`src/rtl/logic_gate_pkg.sv`:
```
// Shared definitions for the registered logic gate unit.
//   OP_W    : opcode width
//   op_t    : the eight bitwise gate operations, applied as f(x, y)
//   state_t : fold state machine (IDLE, ACCUM)
package logic_gate_pkg;

  localparam int OP_W = 3;

  typedef enum logic [OP_W-1:0] {
    OP_AND    = 3'd0,
    OP_OR     = 3'd1,
    OP_XOR    = 3'd2,
    OP_NAND   = 3'd3,
    OP_NOR    = 3'd4,
    OP_XNOR   = 3'd5,
    OP_NOT_A  = 3'd6,
    OP_PASS_A = 3'd7
  } op_t;

  typedef enum logic {
    IDLE  = 1'b0,
    ACCUM = 1'b1
  } state_t;

endpackage

```
`src/rtl/logic_gate_unit_gate_alu.sv`:
```
// gate_alu: combinational bitwise gate, result = f(x, y) selected by op.
// Ports:
//   x   [WIDTH-1:0] first operand (always operand A)
//   y   [WIDTH-1:0] second operand (B or the running fold)
//   op  [OP_W-1:0]  opcode, see op_t
//   f   [WIDTH-1:0] result
module gate_alu
  import logic_gate_pkg::*;
#(
  parameter int WIDTH = 8
) (
  input  logic [WIDTH-1:0] x,
  input  logic [WIDTH-1:0] y,
  input  logic [OP_W-1:0]  op,
  output logic [WIDTH-1:0] f
);

  always_comb begin
    case (op_t'(op))
      OP_AND:    f = x & y;
      OP_OR:     f = x | y;
      OP_XOR:    f = x ^ y;
      OP_NAND:   f = ~(x & y);
      OP_NOR:    f = ~(x | y);
      OP_XNOR:   f = ~(x ^ y);
      OP_NOT_A:  f = ~x;
      default:   f = x;
    endcase
  end

endmodule

```
`src/rtl/logic_gate_unit.sv`:
```
// logic_gate_unit: registered bitwise gate unit with valid/ready handshake
// and an accumulate mode that folds a stream of operands into one result.
// Ports:
//   clk, rst             clock; synchronous active-high reset
//   in_valid / in_ready  input beat handshake (in_ready = !out_valid || out_ready)
//   a, b, op             operands and opcode (b only on the first/only beat)
//   acc_en, acc_last     start a fold (sampled in IDLE) / final beat of a fold
//   out_valid/out_ready  result handshake
//   out, out_zero        registered result and its zero flag
//   acc_beats            number of beats folded into out (saturating)
module logic_gate_unit
  import logic_gate_pkg::*;
#(
  parameter int WIDTH = 8,
  parameter int CNT_W = 8
) (
  input  logic             clk,
  input  logic             rst,
  input  logic             in_valid,
  output logic             in_ready,
  input  logic [WIDTH-1:0] a,
  input  logic [WIDTH-1:0] b,
  input  logic [OP_W-1:0]  op,
  input  logic             acc_en,
  input  logic             acc_last,
  output logic             out_valid,
  input  logic             out_ready,
  output logic [WIDTH-1:0] out,
  output logic             out_zero,
  output logic [CNT_W-1:0] acc_beats
);

  localparam logic [CNT_W-1:0] CNT_MAX = {CNT_W{1'b1}};
  localparam logic [CNT_W-1:0] CNT_ONE = CNT_W'(1);

  state_t           state, state_n;
  logic [WIDTH-1:0] acc, acc_n;
  logic [CNT_W-1:0] count, count_n, count_inc;
  logic [WIDTH-1:0] alu_y, alu_f;
  logic             accept;
  logic             load;
  logic [CNT_W-1:0] load_beats;

  assign in_ready = !out_valid || out_ready;
  assign accept   = in_valid && in_ready;

  // The first beat of any transaction pairs a with b; later fold beats pair a with acc.
  assign alu_y     = (state == ACCUM) ? acc : b;
  assign count_inc = (count == CNT_MAX) ? count : count + CNT_ONE;

  gate_alu #(.WIDTH(WIDTH)) u_gate_alu (
    .x  (a),
    .y  (alu_y),
    .op (op),
    .f  (alu_f)
  );

  always_comb begin
    // NOTE: every output of this block gets a default first so no path leaves it unassigned, which would infer a latch.
    state_n    = state;
    acc_n      = acc;
    count_n    = count;
    load       = 1'b0;
    load_beats = CNT_ONE;
    if (accept) begin
      case (state)
        IDLE: begin
          if (!acc_en) begin
            load = 1'b1;
          end else begin
            acc_n   = alu_f;
            count_n = CNT_ONE;
            if (acc_last) load = 1'b1;
            else          state_n = ACCUM;
          end
        end
        default: begin
          acc_n   = alu_f;
          count_n = count_inc;
          if (acc_last) begin
            load       = 1'b1;
            load_beats = count_inc;
            state_n    = IDLE;
          end
        end
      endcase
    end
  end

  // NOTE: state registers use non-blocking assignments so every flop samples pre-edge values regardless of statement order.
  always_ff @(posedge clk) begin
    if (rst) begin
      state <= IDLE;
      acc   <= '0;
      count <= '0;
    end else begin
      state <= state_n;
      acc   <= acc_n;
      count <= count_n;
    end
  end

  // A load and a drain in the same cycle keep out_valid high: the new result simply replaces the old one.
  always_ff @(posedge clk) begin
    if (rst) begin
      out       <= '0;
      out_zero  <= 1'b1;
      acc_beats <= '0;
      out_valid <= 1'b0;
    end else if (load) begin
      out       <= alu_f;
      out_zero  <= (alu_f == '0);
      acc_beats <= load_beats;
      out_valid <= 1'b1;
    end else if (out_ready) begin
      out_valid <= 1'b0;
    end
  end

endmodule

```
`config.mk`:
```
export PLATFORM = sky130hd
export DESIGN_NAME = logic_gate_unit
export DESIGN_NICKNAME = d
export VERILOG_FILES = /design/src/rtl/logic_gate_pkg.sv /design/src/rtl/logic_gate_unit_gate_alu.sv /design/src/rtl/logic_gate_unit.sv
export SDC_FILE = /design/constraint.sdc
export NUM_CORES = 1
export LEC_CHECK = 0
export CAP_MARGIN = 15
export CORE_ASPECT_RATIO = 0.75
export CORE_MARGIN = 4
export CORE_UTILIZATION = 53
export CTS_CLUSTER_DIAMETER = 50
export DETAILED_ROUTE_END_ITERATION = 16
export PLACE_DENSITY = 0.87
export SLEW_MARGIN = 10
export SYNTH_ARGS = -nofsm -noshare
export SYNTH_HDL_FRONTEND = slang
export SYNTH_SLANG_ARGS = --single-unit
```
`constraint.sdc`:
```
create_clock -name clk -period 3.9 [get_ports clk]
set_clock_uncertainty 0.15 [all_clocks]
set_input_delay 0.585 -clock clk [delete_from_list [all_inputs] [get_ports clk]]
set_output_delay 0.585 -clock clk [all_outputs]
set_load 0.01 [all_outputs]
```
### Yosys cells after proc, flatten, opt, wreduce, memory -nomap -nowiden

Cells that the tools add are included.
Widths: inputs -> output; s select.

| storage, ports and cells | value |
|---|---|
| flip-flop bits (word level) | 35 |
| output and inout port bits | 19 |

| operators by class | value |
|---|---|
| add/sub/neg operators | 1 |
| eq/ne operators | 7 |
| muxes and demuxes | 19 |
| bitwise operators | 7 |
| reductions and logical operators | 8 |

Operators by type and width:

| kind | number |
|---|---|
| $mux 8 | 9 |
| $pmux 8 s7 | 1 |
| $not 8->8 | 4 |
| $eq 3x3->1 const B | 3 |
| $mux 1 | 9 |
| $add 8x1->8 const B | 1 |
| $and 8x8->8 | 1 |
| $eq 8x8->1 const B | 1 |
| $logic_not 8->1 | 1 |
| $or 8x8->8 | 1 |
| $xor 8x8->8 | 1 |
| $eq 3x2->1 const B | 2 |
| $reduce_bool 2->1 | 2 |
| $eq 3x1->1 const B | 1 |
| $logic_not 3->1 | 1 |
| $reduce_and 2->1 | 1 |
| $logic_and 1x1->1 | 1 |
| $logic_not 1->1 | 1 |
| $logic_or 1x1->1 | 1 |

### Logic depth before layout (Yosys ltp)

| logic depth | value |
|---|---|
| depth in word-level cells | 6 |
| depth in mapped cells | 11 |
| depth with buffers taken out | 9 |

### Cells and area by module

Synthesis repeated with hierarchy kept, for this count alone.

| unflattened totals | value |
|---|---|
| cells, all modules | 296 |
| area, all modules | 2511.2 um^2 |

By module, submodules not included:

| module | instances | cells an instance | area each (um^2) |
|---|---|---|---|
| logic_gate_unit | 1 | 171 | 1630.3 |
| gate_alu | 1 | 125 | 880.8 |

### Worst setup path before layout

OpenSTA, ideal clock, no wires.

| timing | value |
|---|---|
| path kind | reg2reg |
| from | register state |
| to | register out_zero |
| arrival | 2708 ps |
| data required time | 3654 ps |
| path slack | 947 ps |
| stages on the path, launching flop included | 10 |
| buffers on the path | 2 |
| period minus slack after synthesis | 2953 ps |
| path through | dfxtp_1 -> buf_1 -> clkbuf_1 -> mux2i_1 -> ha_1 -> a211oi_1 -> a211oi_1 -> a2bb2oi_1 -> or4b_1 -> o41ai_2 |

| between the ends | value |
|---|---|
| longest elaborated chain between the ends | 5 |

Ends and longest elaborated chain:

| element | RTL line | RTL |
|---|---|---|
| from (decl) | logic_gate_unit.sv:36 | `state_t state, state_n;` |
| from (signal assigned) | logic_gate_unit.sv:97 | `state <= state_n;` |
| $mux 8 | logic_gate_unit.sv:48 | `assign alu_y = (state == ACCUM) ? acc : b;` |
| $xor 8x8->8 (tied with other cells) | logic_gate_unit_gate_alu.sv:22, logic_gate_unit_gate_alu.sv:25 |  |
| $not 8->8, on equally long branches | logic_gate_unit_gate_alu.sv:25, logic_gate_unit_gate_alu.sv:23, logic_gate_unit_gate_alu.sv:24 |  |
| $pmux 8 s7 | logic_gate_unit_gate_alu.sv:19 | `case (op_t'(op))` |
| $logic_not 8->1 | logic_gate_unit.sv:112 | `out_zero <= (alu_f == '0);` |
| to (signal assigned) | logic_gate_unit.sv:112 |  |
| to (decl) | logic_gate_unit.sv:29 | `output logic out_zero,` |

Several ways; a longest one is shown, not always the timed one.
A chain may end at the register's enable or synchronous reset.

### Worst setup path in the final report

Ends and elaborated chain as after synthesis.

==> summary by stage <==
Outcome
The run finished with clean final reports.

STA
The accumulated negative setup slack is 0 ps. The final critical-path share of the clock period is 79.2%. Based on the critical path, the design can be clocked at up to 0.324 GHz. The final number of max-transition violations came to 0. For the pin with the worst max-slew slack, the measured transition is 1180 ps.

The number of hold violations in the final report came to 0. For the finished layout, the period the worst path requires is 3090 ps. The setup violation total in the final timing report is 0. Hold is met by 314 ps. The headroom to the max-slew limit is 20.6%. Setup repair after global routing left no endpoint under its margin.

Drt
The detailed-route wire length is 5910 um. For this run, design rule violations remaining after detail routing come to 0. Dividing the detail-routed wire length by the instance count gives 14.3 um. The violation count after the first detailed-routing iteration is 175. After detailed routing, the number of vias per cell comes to 5.88. The detail route stage leaves a number of antenna-violating nets equal to 0.

Across all layers, the routed design uses 2428 vias. The iteration count of the initial detailed-routing pass is 5.

Logic synthesis
The commonest cells after synthesis are 45 x sky130_fd_sc_hd__nand2_1, 35 x sky130_fd_sc_hd__dfxtp_1, 28 x sky130_fd_sc_hd__nor2_1. The most used standard cell by instance count after synthesis is sky130_fd_sc_hd__nand2_1. The library cell with the largest summed area after synthesis is sky130_fd_sc_hd__dfxtp_1. Counting flops with a built-in enable in the synthesized netlist gives 0.

The flop and latch count out of synthesis is 35. The cell area after synthesis is 2460 sq um. Synthesis handed over a netlist of 318 instances.

The area share of the largest cell type after synthesis is 28.5%. The net count of the mapped netlist is 360. Dividing the synthesized area by the synthesized cell count gives 7.72 sq um. The sequential-to-total area share from yosys stat is 28.5%. The total number of yosys warnings is 0. Ranked by total cell area, the synthesized netlist is headed by sky130_fd_sc_hd__dfxtp_1 29%, sky130_fd_sc_hd__ha_1 8.7%, sky130_fd_sc_hd__nand2_1 6.9%. The count of distinct cell types in the synthesized netlist is 59. The proportion of synthesized flip-flops having asynchronous set or reset is 0%. The dominant register cell in the synthesized netlist is sky130_fd_sc_hd__dfxtp_1.

Cells and area
The area growth from synthesis to layout is 20.9%. The final standard cell count with taps included and fillers excluded is 413. The number of inserted diodes is 0.

The final net count is 397. The fill cell instance count of the final layout is 408. The fraction of final layout cells sized beyond drive strength 1 is 6.74%. The final non-filler cell area is 2970 sq um.

Critical path
Counting both buffers and inverters, the worst setup path holds a total of 0. The worst setup path is launched from a flop. The critical path goes through mux2i_1 > ha_1 > a211oi_2 > a31oi_1 > a21o_1 > a2bb2oi_1 > or4b_1 > o41ai_2. The worst-case register-to-register setup slack is 810 ps. The cell with the largest stage delay on the worst path is sky130_fd_sc_hd__dfxtp_1.

The largest single stage delay on the critical path is 820 ps. Grouping stages by cell kind, the critical path spends the most delay in compound AO/OA/AOI/OAI gates. STA classifies the critical path endpoint as a flop. The critical path required time is 3950 ps. The worst endpoint data arrival time is 3140 ps. The critical-path maximum fanout is 14. The setup path with the least slack is of type reg -> reg.

Clocking
The clock latency on the worst-skew pair is 280 ps. The TritonCTS sink count is 35. The clock-pin slew on the worst setup and hold paths is 70 ps. The clock passes through at most 2 buffers.

The number of buffers inserted by post-CTS setup repair is 0. The cts-stage hold buffer count is 0. The H-tree was split into 2 levels. The TritonCTS clock tree is done. The total clock buffers created by CTS is 5. The total of cells resized after clock tree synthesis is 0. The cell at the root of the clock tree is sky130_fd_sc_hd__clkbuf_8.

Power
For this design the ratio of total power to cell area is 297 nW/um^2. The leakage power of the design is 0.00115 uW. The total power is 884 uW.

The worst voltage drop across the vdd grid is 179 uV.

Die
The initial core utilization is 55.0%. In this run the horizontal extent of the chip is 86.6 um. 44 I/O pins were placed. The die height is 67.0 um. The placement row count is 21.

The floorplan step defined a core boundary enclosing 4470 sq um. The die covers 5800 sq um.

Job
The max-capacitance violation count is 0.

Placement
Routability-driven placement finished with a final weighted congestion of 0.815. Input and output buffers added on the ports amount to 43. Summed over all nets, the half-perimeter wirelength after detailed placement is 4440 um. The number of instances in the placed design is 405. The cell area reported after detailed placement is 2890 sq um.

GRT
The first global-routing pass estimated 9890 um of wire. The via count of the first global-routing pass is 2158. Summed over all layers, the global routing overflow is 0. For this run, the total global-route usage over all layers was measured as 21.2%.

The pin count of the biggest net entering global routing is 20. The number of antenna violations at the first check in global routing came to 0.

Hold path
In this run the worst hold path is classified as reg -> reg.
## worst register-to-register path, cell delays in order, from the launching register on
cell and delay [ps]:
sky130_fd_sc_hd__dfxtp_1 820, sky130_fd_sc_hd__mux2i_1 350, sky130_fd_sc_hd__ha_1 310, sky130_fd_sc_hd__a211oi_2 220
sky130_fd_sc_hd__a31oi_1 60, sky130_fd_sc_hd__a21o_1 200, sky130_fd_sc_hd__a2bb2oi_1 120, sky130_fd_sc_hd__or4b_1 500
sky130_fd_sc_hd__o41ai_2 270
## worst paths after layout
check | start | endpoint | depth (start not counted)
worst max-delay path | state$_SDFFE_PP0P_ | out_zero$_SDFFE_PP1P_ | 8
worst min-delay path | acc[5]$_SDFFE_PP0P_ | acc[5]$_SDFFE_PP0P_ | 2
worst max register to register | state$_SDFFE_PP0P_ | out_zero$_SDFFE_PP1P_ | 8
worst min register to register | acc[5]$_SDFFE_PP0P_ | acc[5]$_SDFFE_PP0P_ | 2
## layer usage
metal	vias to the layer above	part of all wire [%]	global-route usage, %
met2	111	43	31.8
met4	0	0.63	3.31
li1	1201	-	-
met3	8	7.8	5.93
met1	1108	49	30.5
met5	-	0	0
## stage by stage
| step | utilization (%) | worst slack, ps |
|---|---|---|
| 2_1_floorplan | - | 947 |
| 3_3_place_gp | 64.7 | 774 |
| 3_5_place_dp | 64.7 | 711 |
| 4_1_cts | 66.5 | 809 |
| 5_1_grt | 66.5 | 605 |
| 6_report | 66.5 | 809 |
## power by group
group / internal [uW] / switching, uW / total [uW]
Combinational: 113 / 128 / 240
Clock: 125 / 125 / 251
Sequential: 376 / 16.8 / 393
## state kept, by name, indices dropped and copies added, names as in the netlist
name	cells
out_zero	1
out	8
state	1
acc	8
acc_beats	8
out_valid	1
count	8
## cell type report
cell class	count	area, sq um	area share, %
tap	57	71.3	2.40
inverter	19	71.3	2.40
clock buffer	7	76.3	2.57
sequential	35	701	23.6
clock inverter	1	5.00	0.168
timing repair buffer	51	490	16.5
multi-input combinational	243	1560	52.4
## cell usage in the layout (no fill, tap or decap), types with 4 or more instances in the layout
cell type | netlist | routed
sky130_fd_sc_hd__a22o_1 | 4 | 4
sky130_fd_sc_hd__ha_1 | 17 | 17
sky130_fd_sc_hd__o21ai_0 | 17 | 17
sky130_fd_sc_hd__nor2_1 | 28 | 28
sky130_fd_sc_hd__inv_1 | 18 | 18
sky130_fd_sc_hd__nor3_1 | 5 | 5
sky130_fd_sc_hd__mux2i_1 | 9 | 9
sky130_fd_sc_hd__clkdlybuf4s50_1 | 0 | 43
sky130_fd_sc_hd__a21oi_1 | 24 | 24
sky130_fd_sc_hd__a211oi_1 | 8 | 8
sky130_fd_sc_hd__dfxtp_1 | 35 | 35
sky130_fd_sc_hd__clkbuf_8 | 0 | 5
sky130_fd_sc_hd__xnor2_1 | 4 | 4
sky130_fd_sc_hd__nor2b_1 | 9 | 9
sky130_fd_sc_hd__nand2b_1 | 7 | 7
sky130_fd_sc_hd__nand3_1 | 6 | 6
sky130_fd_sc_hd__nand2_1 | 45 | 45
sky130_fd_sc_hd__o211ai_1 | 5 | 5
sky130_fd_sc_hd__buf_4 | 3 | 8
## logic make-up after synthesis
group                    count (synthesis)  synth area share (%)
buffers and inverters                   40                  8.15
AO/OA/AOI/OAI                           96                  26.6
adder cells (fa/ha/maj)                 17                  8.66
XOR/XNOR                                 6                  2.14
flip-flops                              35                  28.5
AND/OR/NAND/NOR                        114                  21.8
multiplexers                            10                  4.13
Note: power is estimated with default switching activity, not from simulation.
